File: src/rtl/matmul_pkg.sv
// Shared state encodings and width helpers for the matrix-multiply engine.
package matmul_pkg;

  typedef logic [2:0] state_t;

  localparam state_t S_IDLE  = 3'd0;
  localparam state_t S_RUN   = 3'd1;
  localparam state_t S_DRAIN = 3'd2;
  localparam state_t S_WRITE = 3'd3;
  localparam state_t S_DONE  = 3'd4;

  // Width of a counter/address covering v entries; never narrower than 1 bit.
  function automatic int unsigned clog2_min1(input int unsigned v);
    return (v <= 1) ? 1 : $clog2(v);
  endfunction

  // Accumulator wide enough for k worst-case products of two data_w operands.
  function automatic int unsigned acc_width(input int unsigned data_w, input int unsigned k);
    return 2 * data_w + $clog2(k + 1);
  endfunction

endpackage

File: src/rtl/matmul_engine_mac_lane.sv
// One multiply-accumulate lane: acc += a*b with per-job signed/unsigned operands.
module mac_lane #(
  parameter int DATA_W = 8,
  parameter int ACC_W  = 18
) (
  input  logic              clk,
  input  logic              rst,
  input  logic              clr,
  input  logic              en,
  input  logic              signed_mode,
  input  logic [DATA_W-1:0] a,
  input  logic [DATA_W-1:0] b,
  output logic [ACC_W-1:0]  acc
);

  logic [ACC_W-1:0] a_ext;
  logic [ACC_W-1:0] b_ext;
  logic [ACC_W-1:0] acc_d;
  logic [ACC_W-1:0] acc_q;

  // Product is formed modulo 2^ACC_W; the true sum always fits, so this is exact.
  always_comb begin
    if (signed_mode) begin
      a_ext = ACC_W'($signed(a));
      b_ext = ACC_W'($signed(b));
    end else begin
      a_ext = ACC_W'(a);
      b_ext = ACC_W'(b);
    end
    acc_d = acc_q;
    if (clr) begin
      acc_d = '0;
    end else if (en) begin
      acc_d = acc_q + a_ext * b_ext;
    end
  end

  always_ff @(posedge clk or posedge rst) begin
    if (rst) begin
      acc_q <= '0;
    end else begin
      acc_q <= acc_d;
    end
  end

  assign acc = acc_q;

endmodule

File: src/rtl/matmul_engine.sv
// R = A * B integer matrix multiplier; LANES rows of R are produced per output tile.
module matmul_engine
  import matmul_pkg::*;
#(
  parameter int DATA_W = 8,
  parameter int M      = 3,
  parameter int K      = 3,
  parameter int N      = 3,
  parameter int LANES  = 3,
  localparam int ACC_W = acc_width(DATA_W, K),
  localparam int AA_W  = clog2_min1(M * K),
  localparam int BA_W  = clog2_min1(K * N),
  localparam int RA_W  = clog2_min1(M * N)
) (
  input  logic                    clk,
  input  logic                    rst,
  input  logic                    start,
  input  logic                    abort,
  input  logic                    signed_mode,
  output logic                    busy,
  output logic                    done,
  output logic                    a_rd_en,
  output logic [LANES*AA_W-1:0]   a_rd_addr,
  input  logic [LANES*DATA_W-1:0] a_rd_data,
  output logic                    b_rd_en,
  output logic [BA_W-1:0]         b_rd_addr,
  input  logic [DATA_W-1:0]       b_rd_data,
  output logic                    r_wr_en,
  output logic [LANES*RA_W-1:0]   r_wr_addr,
  output logic [LANES*ACC_W-1:0]  r_wr_data
);

  localparam int RG_N = M / LANES;
  localparam int RG_W = clog2_min1(RG_N);
  localparam int J_W  = clog2_min1(N);
  localparam int K_W  = clog2_min1(K);

  if (M % LANES != 0) begin : g_bad_lanes
    $error("matmul_engine: M must be a multiple of LANES");
  end
  if (K < 1) begin : g_bad_k
    $error("matmul_engine: K must be at least 1");
  end

  state_t           state_q, state_d;
  logic [RG_W-1:0]  rg_q, rg_d;
  logic [J_W-1:0]   j_q, j_d;
  logic [K_W-1:0]   k_q, k_d;
  logic             signed_q, signed_d;
  logic             rd_vld_q, rd_vld_d;
  logic             done_q, done_d;
  logic             clr;
  logic [ACC_W-1:0] acc [LANES];

  always_comb begin
    state_d  = state_q;
    rg_d     = rg_q;
    j_d      = j_q;
    k_d      = k_q;
    signed_d = signed_q;
    done_d   = 1'b0;
    if (abort) begin
      state_d = S_IDLE;
    end else begin
      case (state_q)
        S_IDLE: begin
          if (start) begin
            state_d  = S_RUN;
            rg_d     = '0;
            j_d      = '0;
            k_d      = '0;
            signed_d = signed_mode;
          end
        end
        S_RUN: begin
          if (k_q == K_W'(K - 1)) begin
            state_d = S_DRAIN;
          end else begin
            k_d = k_q + 1'b1;
          end
        end
        S_DRAIN: state_d = S_WRITE;
        S_WRITE: begin
          k_d = '0;
          if (j_q == J_W'(N - 1)) begin
            j_d = '0;
            if (rg_q == RG_W'(RG_N - 1)) begin
              state_d = S_DONE;
            end else begin
              rg_d    = rg_q + 1'b1;
              state_d = S_RUN;
            end
          end else begin
            j_d     = j_q + 1'b1;
            state_d = S_RUN;
          end
        end
        S_DONE: begin
          done_d  = 1'b1;
          state_d = S_IDLE;
        end
        default: state_d = S_IDLE;
      endcase
    end
  end

  // Accumulators clear on an accepted start and after every tile write, even if aborted.
  assign clr      = (state_q == S_WRITE) || (state_q == S_IDLE && start && !abort);
  assign busy     = (state_q != S_IDLE);
  assign a_rd_en  = (state_q == S_RUN);
  assign b_rd_en  = (state_q == S_RUN);
  assign r_wr_en  = (state_q == S_WRITE);
  assign done     = done_q;
  assign rd_vld_d = a_rd_en && !abort;

  always_comb begin
    a_rd_addr = '0;
    b_rd_addr = '0;
    r_wr_addr = '0;
    r_wr_data = '0;
    if (a_rd_en) begin
      b_rd_addr = BA_W'(32'(k_q) * N + 32'(j_q));
      for (int unsigned l = 0; l < LANES; l++) begin
        a_rd_addr[l*AA_W +: AA_W] = AA_W'((32'(rg_q) * LANES + l) * K + 32'(k_q));
      end
    end
    if (r_wr_en) begin
      for (int unsigned l = 0; l < LANES; l++) begin
        r_wr_addr[l*RA_W +: RA_W]   = RA_W'((32'(rg_q) * LANES + l) * N + 32'(j_q));
        r_wr_data[l*ACC_W +: ACC_W] = acc[l];
      end
    end
  end

  for (genvar g = 0; g < LANES; g++) begin : g_lane
    mac_lane #(
      .DATA_W(DATA_W),
      .ACC_W (ACC_W)
    ) u_mac (
      .clk        (clk),
      .rst        (rst),
      .clr        (clr),
      .en         (rd_vld_q),
      .signed_mode(signed_q),
      .a          (a_rd_data[g*DATA_W +: DATA_W]),
      .b          (b_rd_data),
      .acc        (acc[g])
    );
  end

  always_ff @(posedge clk or posedge rst) begin
    if (rst) begin
      state_q  <= S_IDLE;
      rg_q     <= '0;
      j_q      <= '0;
      k_q      <= '0;
      signed_q <= 1'b0;
      rd_vld_q <= 1'b0;
      done_q   <= 1'b0;
    end else begin
      state_q  <= state_d;
      rg_q     <= rg_d;
      j_q      <= j_d;
      k_q      <= k_d;
      signed_q <= signed_d;
      rd_vld_q <= rd_vld_d;
      done_q   <= done_d;
    end
  end

endmodule

File: config.mk
export PLATFORM = sky130hd
export DESIGN_NAME = matmul_engine
export DESIGN_NICKNAME = d
export VERILOG_FILES = /design/src/rtl/matmul_pkg.sv /design/src/rtl/matmul_engine_mac_lane.sv /design/src/rtl/matmul_engine.sv
export SDC_FILE = /design/constraint.sdc
export NUM_CORES = 1
export LEC_CHECK = 0
export CAP_MARGIN = 20
export CELL_PAD_IN_SITES_DETAIL_PLACEMENT = 0
export CELL_PAD_IN_SITES_GLOBAL_PLACEMENT = 1
export CORE_UTILIZATION = 52
export DETAILED_ROUTE_END_ITERATION = 10
export PLACE_DENSITY = 0.95
export SLEW_MARGIN = 20
export SYNTH_ARGS = -nofsm -noshare
export SYNTH_HDL_FRONTEND = slang
export SYNTH_SLANG_ARGS = --single-unit
File: constraint.sdc
create_clock -name clk -period 11 [get_ports clk]
set_clock_uncertainty 0.05 [all_clocks]
set_input_delay 1.1 -clock clk [delete_from_list [all_inputs] [get_ports clk]]
set_output_delay 1.1 -clock clk [all_outputs]
set_load 0.01 [all_outputs]
# Word level (Yosys, flattened, before mapping)
# Cells that the tools add are included.
# word_totals
in_bits	37
word_cells	91
romBits	0
latch_bits	0
out_inout_bits	87
ram_bits	0
regBits	65
memories	0
# op_classes
bitwise	1
muxes	31
div	0
magnitude_cmp	0
n_mul	8
shift	0
n_eq_ne	11
reduce_logical	15
n_addsub	15
# op_table
op	count
18-bit 2-to-1 mux	10
18-bit adder	3
18-bit by 18-bit multiplier with 18-bit output	3
54-bit 2-to-1 mux	1
4-bit by 2-bit adder with 4-bit output	7
12-bit 2-to-1 mux	2
3-bit 2-to-1 mux	5
3-bit case mux with 4 select lines	1
4-bit by 2-bit multiplier with 4-bit output, second input constant	2
4-bit AND reduction	2
3-bit by 2-bit == test with 1-bit output, second input constant	2
2-bit 2-to-1 mux	3
2-bit case mux with 3 select lines	1
3-bit AND reduction	2
3-bit nonzero test	2
1-bit 2-to-1 mux	5
2-bit by 1-bit adder with 2-bit output, second input constant	2
3-bit by 1-bit adder with 4-bit output, second input constant	1
3-bit by 2-bit adder with 4-bit output, second input constant	1
2-bit == test, second input constant	2
2-bit by 2-bit multiplier with 4-bit output, second input constant	1
3-bit by 2-bit multiplier with 4-bit output, second input constant	1
4-bit 2-to-1 mux	1
2-bit != test, second input constant	2
other kinds (16)	19

# Longest topological paths before layout
# Gate-level depths: netlist of run 1.
# logic_depth
ltp_word	5
depth_mapped	24
mapped_depth_nobuf	21

# Hierarchy
# From an unflattened synthesis of run 1, not the netlist that was laid out.
# hier_totals
cells_unflattened	2039
hier_area_um2	18169.9
# by_module_without_submodules
module	seq_area_each_um2	n_inst	cells_each	area_per_inst_um2
mac_lane (g_lane[0].u_mac)	450.4	1	635	5704.2
mac_lane (g_lane[2].u_mac)	450.4	1	623	5620.4
mac_lane (g_lane[1].u_mac)	450.4	1	630	5617.9
matmul_engine	250.2	1	151	1227.4

# Worst setup path after synthesis of run 1
# OpenSTA, ideal clock, no wires.
# synth_timing
kind	input -> register
from	in b_rd_data[7]
to	reg g_lane[0].u_mac.acc_q[16]
path_buffers	3
setup_time_ns	0.081
stages	20
t_required_ns	10.869
arrival_time_ns	6.214
slack_ns	4.654
cell_sequence	clkbuf_1 -> clkbuf_1 -> clkbuf_1 -> and2_1 -> fa_1 -> inv_1 -> fa_1 -> fa_1 -> fa_1 -> inv_1 -> fa_1 -> inv_1 -> fa_1 -> inv_1 -> ha_1 -> inv_1 -> o41ai_1 -> a31oi_1 -> xor2_1 -> o2bb2ai_1
# synth_between
elab_chain_cells	5
# synth_rtl
element	line	text
start, declared	matmul_engine.sv:27	input logic [DATA_W-1:0] b_rd_data,
18-bit 2-to-1 mux	matmul_engine_mac_lane.sv:23	if (signed_mode) begin
18-bit by 18-bit multiplier with 18-bit output	matmul_engine_mac_lane.sv:34	acc_d = acc_q + a_ext * b_ext;
18-bit adder	matmul_engine_mac_lane.sv:34	
18-bit 2-to-1 mux	matmul_engine_mac_lane.sv:33	end else if (en) begin
18-bit 2-to-1 mux	matmul_engine_mac_lane.sv:31	if (clr) begin
end signal, assigned	matmul_engine_mac_lane.sv:40	acc_q <= '0;
end signal, assigned	matmul_engine_mac_lane.sv:42	acc_q <= acc_d;
end, declared	matmul_engine_mac_lane.sv:19	logic [ACC_W-1:0] acc_q;
# No other way between the ends. The select of a mux whose other input is x is not followed.
# A chain may end at the register's enable or synchronous reset.

# Worst setup path after layout of run 1
# layout_timing
from	in b_rd_data[1]
to	reg g_lane[0].u_mac.acc_q[15]
# The elaborated chain is that of the path after synthesis.

==> PnR_summary.wiki, run 1 <==
{| class="wikitable"
! Metric !! Value
|-
| Critical path capture point type || flip-flop
|-
| Max capacitance violation total || 0
|-
| Synthesized area || 17700 um2
|-
| Mean area per synthesized cell || 8.823 um2
|-
| Share of layout cells above drive strength 1 || 2.811%
|-
| RD Place Congestion || 0.9190
|-
| Post-CTS setup buffers || 0
|-
| Fill count || 2981
|-
| Clock latency on the worst-skew pair || 0.37 ns
|-
| Result of the run || finished, final reports clean
|-
| Hold buffer count at CTS || 0
|-
| Die width || 186.5 um
|-
| Area share of the largest cell type after synthesis || 32.46%
|-
| Number of cells upsized or downsized after cts || 0
|-
| Data arrival time at the worst-slack endpoint || 7.58 ns
|-
| Headroom to the max-slew limit || 30.23%
|-
| Clock transition time at the flip-flop clock pins of the worst setup and hold paths || 0.08 ns
|-
| Largest net degree at the start of global routing || 65
|-
| I/O pins || 124
|-
| Clock H-tree levels || 3
|-
| Flops & latches, synth || 64
|-
| Crit path kind || input port to flip-flop
|-
| Total Die Area || 34780 um2
|-
| First-pass iteration count of the detailed router || 5
|-
| Global-route track usage on met2 || 40.87%
|-
| Crit share post-route || 66.89%
|-
| Global-route wire length before repair || 67170 um
|-
| Post-synth EDFFs || 0
|-
| Remaining antenna violation count || 0
|-
| Combined global-route utilization of all metal layers || 24.01%
|-
| Cell type with the highest aggregate area in the netlist || sky130_fd_sc_hd__fa_1
|-
| Number of vias in the routed layout || 12770
|-
| Crit-path max FO || 27
|-
| Drt wl/cell || 15.79 um
|-
| Proportion of synthesized chip area in sequential cells || 9.049%
|-
| Transition at the pin with the smallest max-transition slack || 1.043 ns
|-
| Post-synthesis cell count || 2006
|-
| Number of distinct library cells after synthesis || 54
|-
| Row Count || 67
|-
| Bufs on Longest Clock Path || 2
|-
| Antenna diodes || 0
|-
| Yosys warning total || 0
|-
| Setup TNS after final layout || 0 ns
|-
| Initial core utilization || 52.78%
|-
| Met3 capacity usage during global routing || 2.896%
|-
| Core area || 33530 um2
|-
| Final setup viols || 0
|-
| Buffer type at the clock tree root || sky130_fd_sc_hd__clkbuf_16
|-
| Global Route met1 Usage || 32.68%
|-
| CTS Sinks || 64
|-
| Number of buffers created by CTS || 9
|-
| Final hold vios || 0
|-
| Max Clk Rate || 135.9 MHz
|-
| Ratio of routed vias to standard cells || 5.084
|-
| CTS tree || done
|-
| Vertical extent of the die || 186.5 um
|-
| Number of max-slew violations in the final report || 0
|-
| I/O Buffers || 117
|-
| Most frequent cell after synthesis || sky130_fd_sc_hd__inv_1
|-
| Commonest register cell after synthesis || sky130_fd_sc_hd__dfrtp_1
|-
| # nets final || 2606
|-
| Worst Hold Class || flip-flop to flip-flop
|-
| Number of antenna violations at the first check in global routing || 0
|-
| Iteration-0 DRC count of the detailed router || 559
|-
| Startpoint Class || input port
|-
| # DRC || 0
|-
| Worst path required time || 11.22 ns
|-
| Final routed wirelength across all metal layers || 39640 um
|-
| Busiest layer in global routing || met2
|-
| Unrepaired setup endpoints after global routing || false
|-
| Syn-to-layout area delta || 10.04%
|-
| Top cells by instance count after synthesis || sky130_fd_sc_hd__inv_1 (522), sky130_fd_sc_hd__fa_1 (287), sky130_fd_sc_hd__ha_1 (224), sky130_fd_sc_hd__and2_1 (184), sky130_fd_sc_hd__nor2_1 (141)
|-
| Post-layout min period || 7.358 ns
|-
| GRT Residual Overflow || 0
|-
| Cell types occupying the most area after synthesis || sky130_fd_sc_hd__fa_1 (32%), sky130_fd_sc_hd__ha_1 (16%), sky130_fd_sc_hd__inv_1 (11%)
|-
| Synth async-reset ratio || 100.0%
|-
| Vias in the first global route || 13510
|-
| Dpl hpwl || 32110 um
|}
critical path: stages:
cell	delay [ns]
sky130_fd_sc_hd__clkdlybuf4s50_1	0.94
sky130_fd_sc_hd__and3_1	0.50
sky130_fd_sc_hd__ha_1	0.34
sky130_fd_sc_hd__xnor2_2	0.36
sky130_fd_sc_hd__xor2_1	0.36
sky130_fd_sc_hd__xor2_1	0.20
sky130_fd_sc_hd__fa_1	0.43
sky130_fd_sc_hd__inv_1	0.09
sky130_fd_sc_hd__fa_1	0.45
sky130_fd_sc_hd__fa_1	0.56
sky130_fd_sc_hd__inv_1	0.06
sky130_fd_sc_hd__fa_1	0.47
sky130_fd_sc_hd__inv_1	0.05
sky130_fd_sc_hd__ha_1	0.35
sky130_fd_sc_hd__a21o_1	0.21
sky130_fd_sc_hd__a31o_2	0.23
sky130_fd_sc_hd__a41oi_2	0.25
sky130_fd_sc_hd__o21ai_1	0.14
sky130_fd_sc_hd__and3_1	0.20
sky130_fd_sc_hd__a2111oi_2	0.26
flip-flops by register name, summed over array words and instances (netlist names):
| name | flops |
|---|---|
| done | 1 |
| j_q | 2 |
| k_q | 2 |
| signed_q | 1 |
| state_q | 3 |
| rd_vld_q | 1 |
| g_lane.u_mac.acc | 54 |
through the flow:
stage               instance area (um2)  setup WS [ns]  std cells  hold slack, ns  util [%]
floorplan                         17720          4.654       2011          0.4061         -
CTS                               19470          3.681       2511          0.4477     58.08
global placement                  19140          3.467       2495          0.4292     57.09
global route                      19470          3.339       2511          0.4733     58.08
finish                            19470          3.642       2511          0.4420     58.08
detailed placement                19140          3.286       2495          0.4310     57.09
routing by layer:
layer,wire (um),vias to the layer above
met5,0,-
met4,585,0
met3,1735,33
met2,19240,277
met1,18090,6380
li1,-,6076
worst paths after layout:
path	slack, ns	to	startpoint	cells past startpoint
setup / recovery	3.64	g_lane[0].u_mac.acc[15]$_DFFE_PP0P_	b_rd_data[1]	20
setup reg to reg	4.27	g_lane[0].u_mac.acc[16]$_DFFE_PP0P_	signed_q$_DFFE_PP0P_	20
min in group asynchronous	1.27	g_lane[2].u_mac.acc[4]$_DFFE_PP0P_	rst	3
hold reg to reg	0.44	g_lane[2].u_mac.acc[16]$_DFFE_PP0P_	g_lane[2].u_mac.acc[16]$_DFFE_PP0P_	1
max in group asynchronous	8.97	rd_vld_q$_DFF_PP0_	rst	3
hold / removal	0.44	g_lane[2].u_mac.acc[16]$_DFFE_PP0P_	g_lane[2].u_mac.acc[16]$_DFFE_PP0P_	1
layout make-up:
type                            instances  area [um2]  area share, %
Sequential cell                        64        1603          8.230
Tap cell                              448       560.5          2.878
Clock buffer                           10       239.0          1.227
Multi-Input combinational cell       1331       13760          70.63
Timing Repair Buffer                  129        1261          6.476
Clock inverter                          6       92.59         0.4754
Inverter                              523        1963          10.08
layout by cell type (no fill, tap or decap), drive strengths merged, types with 8 or more instances in the layout:
cell type	Yosys	layout
inv	523	523
fa	287	287
ha	224	224
and2	184	184
nor2	141	141
clkdlybuf4s50	0	117
xnor2	106	106
nand2	74	74
dfrtp	64	64
and3	40	40
a21oi	39	39
xor2	30	30
mux2i	27	27
o21ai	21	21
a21o	19	19
nand3	18	18
nor2b	15	15
o21a	13	13
buf	21	12
clkbuf	72	10
nand2b	9	9
o31a	9	9
nor3	8	8
a211oi	8	8
cell families (layout without fill, tap and decap cells):
logic type / after synthesis / in the layout / synth area share, %
mux: 30 / 30 / 1.718
other cells: 1 / 6 / 0.02119
xor+xnor: 136 / 136 / 6.942
fa+ha+maj: 511 / 511 / 48.30
simple gates: 497 / 497 / 14.46
buf+inv: 616 / 668 / 13.40
flops: 64 / 64 / 9.049
compound gates: 151 / 151 / 6.115
Power of run 1 is left out: the tool's default activity adds up to more than one toggle a clock period on the data nets, which glitch-free logic cannot reach.
==> inputs of run 2 (changes only) <==
--- a/config.mk
+++ b/config.mk
@@ -8,9 +8,9 @@
 export CAP_MARGIN = 20
 export CELL_PAD_IN_SITES_DETAIL_PLACEMENT = 0
 export CELL_PAD_IN_SITES_GLOBAL_PLACEMENT = 1
-export CORE_UTILIZATION = 52
+export CORE_UTILIZATION = 48
 export DETAILED_ROUTE_END_ITERATION = 10
-export PLACE_DENSITY = 0.95
+export PLACE_DENSITY = 0.89
 export SLEW_MARGIN = 20
 export SYNTH_ARGS = -nofsm -noshare
 export SYNTH_HDL_FRONTEND = slang
==> constraint.sdc (replaced) <==
create_clock -name clk -period 7.2 [get_ports clk]
set_clock_uncertainty 0.05 [all_clocks]
set_input_delay 0.72 -clock clk [delete_from_list [all_inputs] [get_ports clk]]
set_output_delay 0.72 -clock clk [all_outputs]
set_load 0.01 [all_outputs]
==> run 2 against run 1 <==
Compared with the run above: global-route usage is 0.97 points lower; wire length is 3.3% higher; core utilization is 3.4 points lower; clock-buffer cell count did not move; critical endpoint unchanged.
==> PnR_summary.wiki, run 2 (synthesis results as in run 1) <==
{| class="wikitable"
! Metric !! Value
|-
| Worst path required time || 7.40 ns
|-
| Share of layout cells above drive strength 1 || 3.513%
|-
| Clock transition time at the flip-flop clock pins of the worst setup and hold paths || 0.06 ns
|-
| Final setup viols || 0
|-
| Worst Hold Class || flip-flop to flip-flop
|-
| CTS tree || done
|-
| Die width || 194.0 um
|-
| Final routed wirelength across all metal layers || 40940 um
|-
| Data arrival time at the worst-slack endpoint || 6.69 ns
|-
| Row Count || 69
|-
| Ratio of routed vias to standard cells || 4.996
|-
| Iteration-0 DRC count of the detailed router || 431
|-
| # nets final || 2621
|-
| Dpl hpwl || 34150 um
|-
| Max capacitance violation total || 0
|-
| Endpoint of the most critical register-to-register path || g_lane[2].u_mac.acc[17]$_DFFE_PP0P_
|-
| # DRC || 0
|-
| Flip-flop count of the largest register after layout || 54
|-
| Non-filler cells, final || 2541
|-
| Core area || 35910 um2
|-
| I/O pins || 124
|-
| GRT Residual Overflow || 0
|-
| Syn-to-layout area delta || 10.87%
|-
| RD Place Congestion || 0.8793
|-
| Largest net degree at the start of global routing || 65
|-
| Global-route wire length before repair || 69280 um
|-
| Buffer type at the clock tree root || sky130_fd_sc_hd__clkbuf_16
|-
| Worst Hold End || g_lane[0].u_mac.acc[16]$_DFFE_PP0P_
|-
| Number of max-slew violations in the final report || 0
|-
| Bufs on Longest Clock Path || 2
|-
| I/O Buffers || 117
|-
| Final hold vios || 0
|-
| Number of cells upsized or downsized after cts || 0
|-
| Clock H-tree levels || 3
|-
| Number of buffers created by CTS || 9
|-
| Startpoint of the lowest-slack hold path || g_lane[0].u_mac.acc[16]$_DFFE_PP0P_
|-
| Most common library cell in the layout ignoring fill and taps || sky130_fd_sc_hd__inv_1
|-
| Critical path capture point type || flip-flop
|-
| Post-CTS setup buffers || 0
|-
| Initial core utilization || 49.28%
|-
| Crit-path max FO || 27
|-
| Depth of the worst register-to-register path || 18
|-
| Number of vias in the routed layout || 12700
|-
| Crit share post-route || 90.14%
|-
| Result of the run || finished, final reports clean
|-
| CTS Sinks || 64
|-
| Max Clk Rate || 154.1 MHz
|-
| Total Die Area || 37640 um2
|-
| Fill count || 3270
|-
| Headroom to the max-slew limit || 16.93%
|-
| Remaining antenna violation count || 0
|-
| Transition at the pin with the smallest max-transition slack || 1.241 ns
|-
| Vias in the first global route || 13640
|-
| Post-layout min period || 6.490 ns
|-
| Startpoint of the worst-slack reg-to-reg timing path || signed_q$_DFFE_PP0P_
|-
| Hold-critical path depth || 1
|-
| Vertical extent of the die || 194.0 um
|-
| Unrepaired setup endpoints after global routing || false
|-
| Combined global-route utilization of all metal layers || 23.03%
|-
| Crit path kind || input port to flip-flop
|-
| Setup TNS after final layout || 0 ns
|-
| Drt wl/cell || 16.11 um
|-
| Number of antenna violations at the first check in global routing || 2
|-
| First-pass iteration count of the detailed router || 5
|-
| Clock latency on the worst-skew pair || 0.36 ns
|-
| Startpoint Class || input port
|-
| Core Util, Final || 54.63%
|-
| Hold buffer count at CTS || 0
|-
| Register-to-register setup slack || 1.16 ns
|-
| Number of placed instances, taps included || 2523
|-
| Most frequent cells in the layout || sky130_fd_sc_hd__inv_1 (521), sky130_fd_sc_hd__fa_1 (287), sky130_fd_sc_hd__ha_1 (224)
|-
| Final worst hold slack || 0.4365 ns
|}
==> run 2: critical path, stage by stage <==
cell and delay, ns:
sky130_fd_sc_hd__clkdlybuf4s50_1 0.45, sky130_fd_sc_hd__buf_4 0.26, sky130_fd_sc_hd__and3_1 0.29, sky130_fd_sc_hd__ha_1 0.28, sky130_fd_sc_hd__xnor2_2 0.35, sky130_fd_sc_hd__xor2_1 0.36
sky130_fd_sc_hd__xor2_1 0.22, sky130_fd_sc_hd__fa_1 0.45, sky130_fd_sc_hd__inv_1 0.09, sky130_fd_sc_hd__fa_1 0.44, sky130_fd_sc_hd__fa_1 0.54, sky130_fd_sc_hd__inv_1 0.05
sky130_fd_sc_hd__fa_1 0.47, sky130_fd_sc_hd__inv_1 0.04, sky130_fd_sc_hd__ha_1 0.35, sky130_fd_sc_hd__a21o_1 0.21, sky130_fd_sc_hd__a31o_2 0.23, sky130_fd_sc_hd__a41oi_2 0.25
sky130_fd_sc_hd__o21ai_1 0.14, sky130_fd_sc_hd__and3_1 0.21, sky130_fd_sc_hd__a2111oi_2 0.27
==> run 2: worst max-delay path by stage <==
stage,cells past startpoint,end,start
6_report,21,g_lane[0].u_mac.acc[15]$_DFFE_PP0P_,b_rd_data[1]
3_5_place_dp,21,g_lane[0].u_mac.acc[15]$_DFFE_PP0P_,b_rd_data[1]
2_1_floorplan,22,g_lane[0].u_mac.acc[15]$_DFFE_PP0P_,signed_q$_DFFE_PP0P_
5_1_grt,20,g_lane[1].u_mac.acc[17]$_DFFE_PP0P_,a_rd_data[15]
4_1_cts,21,g_lane[0].u_mac.acc[15]$_DFFE_PP0P_,b_rd_data[1]
3_3_place_gp,21,g_lane[0].u_mac.acc[15]$_DFFE_PP0P_,b_rd_data[1]
==> run 2: routing by layer <==
layer	vias up	share of wire (%)	global-route usage [%]
met5	-	0.032	0
met4	2	1.9	5.644
met1	6307	45	30.06
met2	234	49	39.73
met3	45	4.3	3.827
li1	6107	-	-
==> run 2: cell type report <==
cell class	instances	area, um2	share of cell area (%)
multi-input cells	1331	13760	70.11
inverters	523	1963	10.01
flip-flops and latches	64	1603	8.169
repair buffers	144	1386	7.065
well taps	461	576.8	2.940
clock buffers	10	239.0	1.218
clock inverters	6	92.59	0.4719
diodes	2	5.005	0.02551
==> run 2: stage by stage <==
step                      instance area, um2  setup slack, ns
after CTS                              19620           0.6925
final                                  19620           0.7098
after global routing                   19620           0.3742
after detailed placement               19280           0.3375
after floorplan                        17720            1.071
after global placement                 19280           0.4994
Power of run 2 is left out for the same reason.
==> inputs of run 3 (changes only) <==
--- a/config.mk
+++ b/config.mk
@@ -8,8 +8,10 @@
 export CAP_MARGIN = 20
 export CELL_PAD_IN_SITES_DETAIL_PLACEMENT = 0
 export CELL_PAD_IN_SITES_GLOBAL_PLACEMENT = 1
+export CORE_MARGIN = 10
 export CORE_UTILIZATION = 48
 export DETAILED_ROUTE_END_ITERATION = 10
+export HOLD_SLACK_MARGIN = 0.05
 export PLACE_DENSITY = 0.89
 export SLEW_MARGIN = 20
 export SYNTH_ARGS = -nofsm -noshare
==> run 3 against run 2 <==
Compared with the run above: first-iteration DRC count grew 5.6%; global-route usage shrank 3.5 points; design area is essentially flat; critical path depth shrank 1; largest cell class unchanged.
==> PnR_summary.wiki, run 3 (synthesis results as in run 1) <==
{| class="wikitable"
! Metric !! Value
|-
| Final worst-path setup slack || 0.6330 ns
|-
| I/O pins || 124
|-
| Max capacitance violation total || 0
|-
| Transition at the pin with the smallest max-transition slack || 0.9884 ns
|-
| Die width || 212.0 um
|-
| Critical-path cell with the highest stage delay || sky130_fd_sc_hd__clkdlybuf4s50_1
|-
| Number of vias in the routed layout || 12700
|-
| Worst path required time || 7.40 ns
|-
| Share of layout cells above drive strength 1 || 3.422%
|-
| Iteration-0 DRC count of the detailed router || 455
|-
| Drt wl/cell || 16.49 um
|-
| Vias in the first global route || 14050
|-
| Core area || 36520 um2
|-
| Combined flip-flop and latch cell area || 1603 um2
|-
| Maximum single-stage delay on the critical path || 0.78 ns
|-
| Data arrival time at the worst-slack endpoint || 6.77 ns
|-
| Total Die Area || 44950 um2
|-
| Startpoint Class || input port
|-
| Hold buffer count at CTS || 0
|-
| Fill count || 3291
|-
| Clock latency on the worst-skew pair || 0.35 ns
|-
| CP delay by family, top || adder cells
|-
| Crit share post-route || 91.21%
|-
| # DRC || 0
|-
| Core Util, Final || 53.68%
|-
| Final worst hold slack || 0.4460 ns
|-
| Crit path kind || input port to flip-flop
|-
| Post-Place Worst Slack || 0.2608 ns
|-
| Number of cells upsized or downsized after cts || 0
|-
| Max Clk Rate || 152.3 MHz
|-
| Global-route wire length before repair || 70290 um
|-
| Buffer type at the clock tree root || sky130_fd_sc_hd__clkbuf_16
|-
| Final hold vios || 0
|-
| Worst Hold Class || flip-flop to flip-flop
|-
| Bufs on Longest Clock Path || 2
|-
| Post-layout min period || 6.567 ns
|-
| Post-CTS setup buffers || 0
|-
| Crit-path max FO || 17
|-
| Dpl hpwl || 35350 um
|-
| Number of antenna violations at the first check in global routing || 6
|-
| Remaining antenna violation count || 0
|-
| Combined area of the multi-input logic cells || 13760 um2
|-
| Critical path buffers and inverters || 4
|-
| GRT Residual Overflow || 0
|-
| Headroom to the max-slew limit || 34.10%
|-
| Clock transition time at the flip-flop clock pins of the worst setup and hold paths || 0.06 ns
|-
| Combined global-route utilization of all metal layers || 19.54%
|-
| CTS tree || done
|-
| Sequence of cells on the critical path || clkdlybuf4s50_1, and3_1, ha_1, xnor2_2, xor2_1, xor2_1, fa_1, inv_1, fa_1, fa_1, inv_1, fa_1, inv_1, ha_1, a21o_1, a31o_2, a41oi_2, o21ai_1, and3_1, a2111oi_2
|-
| Row Count || 70
|-
| Result of the run || finished, final reports clean
|-
| Largest net degree at the start of global routing || 65
|-
| First-pass iteration count of the detailed router || 4
|-
| Setup TNS after final layout || 0 ns
|-
| CTS Sinks || 64
|-
| Final routed wirelength across all metal layers || 41950 um
|-
| I/O Buffers || 117
|-
| Antenna diodes || 0
|-
| Critical path capture point type || flip-flop
|-
| # nets final || 2618
|-
| Flip-flop count of the largest register after layout || 54
|-
| Clock H-tree levels || 3
|-
| Top cell by count, worst path || sky130_fd_sc_hd__fa_1
|-
| Unrepaired setup endpoints after global routing || false
|-
| Most frequent cells in the layout || sky130_fd_sc_hd__inv_1 (521), sky130_fd_sc_hd__fa_1 (287), sky130_fd_sc_hd__ha_1 (224)
|-
| Ratio of routed vias to standard cells || 4.994
|-
| RD Place Congestion || 0.8856
|-
| Final setup viols || 0
|-
| Most common library cell in the layout ignoring fill and taps || sky130_fd_sc_hd__inv_1
|-
| Syn-to-layout area delta || 10.77%
|-
| Number of buffers created by CTS || 9
|-
| Initial core utilization || 48.46%
|-
| Number of max-slew violations in the final report || 0
|-
| Vertical extent of the die || 212.0 um
|}
run 3: cell count changes in the layout (fill, tap and decap cells not counted):
| cell | change |
|---|---|
| sky130_fd_sc_hd__nor2_1 | -1 |
| sky130_fd_sc_hd__buf_4 | -3 |
| sky130_fd_sc_hd__diode_2 | -2 |
| sky130_fd_sc_hd__nor2_2 | +1 |
run 3: final timing paths:
kind                                                      from                                   to  slack (ns)  cells after the start
hold / removal             g_lane[0].u_mac.acc[16]$_DFFE_PP0P_  g_lane[0].u_mac.acc[16]$_DFFE_PP0P_        0.45                      1
setup reg to reg                          signed_q$_DFFE_PP0P_  g_lane[0].u_mac.acc[15]$_DFFE_PP0P_        0.79                     20
max in group asynchronous                                  rst                   rd_vld_q$_DFF_PP0_        5.57                      3
min in group asynchronous                                  rst   g_lane[0].u_mac.acc[0]$_DFFE_PP0P_        0.90                      3
setup / recovery                                  a_rd_data[7]  g_lane[0].u_mac.acc[15]$_DFFE_PP0P_        0.63                     20
hold reg to reg            g_lane[0].u_mac.acc[16]$_DFFE_PP0P_  g_lane[0].u_mac.acc[16]$_DFFE_PP0P_        0.45                      1
run 3: worst reg2reg max path, cell delays in order (launching register included):
cell,delay (ns)
sky130_fd_sc_hd__dfrtp_1,0.76
sky130_fd_sc_hd__buf_12,0.28
sky130_fd_sc_hd__and3_1,0.27
sky130_fd_sc_hd__ha_1,0.28
sky130_fd_sc_hd__xnor2_2,0.36
sky130_fd_sc_hd__xor2_1,0.40
sky130_fd_sc_hd__xor2_1,0.23
sky130_fd_sc_hd__fa_1,0.43
sky130_fd_sc_hd__inv_1,0.08
sky130_fd_sc_hd__fa_1,0.44
sky130_fd_sc_hd__fa_1,0.54
sky130_fd_sc_hd__inv_1,0.05
sky130_fd_sc_hd__fa_1,0.47
sky130_fd_sc_hd__inv_1,0.04
sky130_fd_sc_hd__ha_1,0.35
sky130_fd_sc_hd__a21o_1,0.20
sky130_fd_sc_hd__a31o_2,0.23
sky130_fd_sc_hd__a41oi_2,0.25
sky130_fd_sc_hd__o21ai_1,0.12
sky130_fd_sc_hd__and3_1,0.20
sky130_fd_sc_hd__a2111oi_2,0.26
run 3: area by class of cell:
cell class              instances  area share, %
clock buffers                  10          1.219
clock inverters                 6         0.4723
inverters                     523          10.01
multi-input cells            1331          70.18
flip-flops and latches         64          8.175
well taps                     468          2.987
repair buffers                141          6.956
run 3: metrics by stage:
stage / instance area, um2 / instances
2_1_floorplan: 17720 / 2011
3_3_place_gp: 19270 / 2527
3_5_place_dp: 19270 / 2527
4_1_cts: 19610 / 2543
5_1_grt: 19610 / 2543
6_report: 19610 / 2543
run 3: layer usage:
metal  share of wire (%)  wire, um  global-route usage (%)  vias to the layer above
li1                    -         -                       -                     6097
met1                  43     17920                   23.86                     6289
met2                  49     20670                   34.10                      251
met3                 5.9      2477                   4.521                       54
met4                 1.9       814                   4.662                        8
met5                0.16        67                       0                        -
Power of run 3 is left out for the same reason.
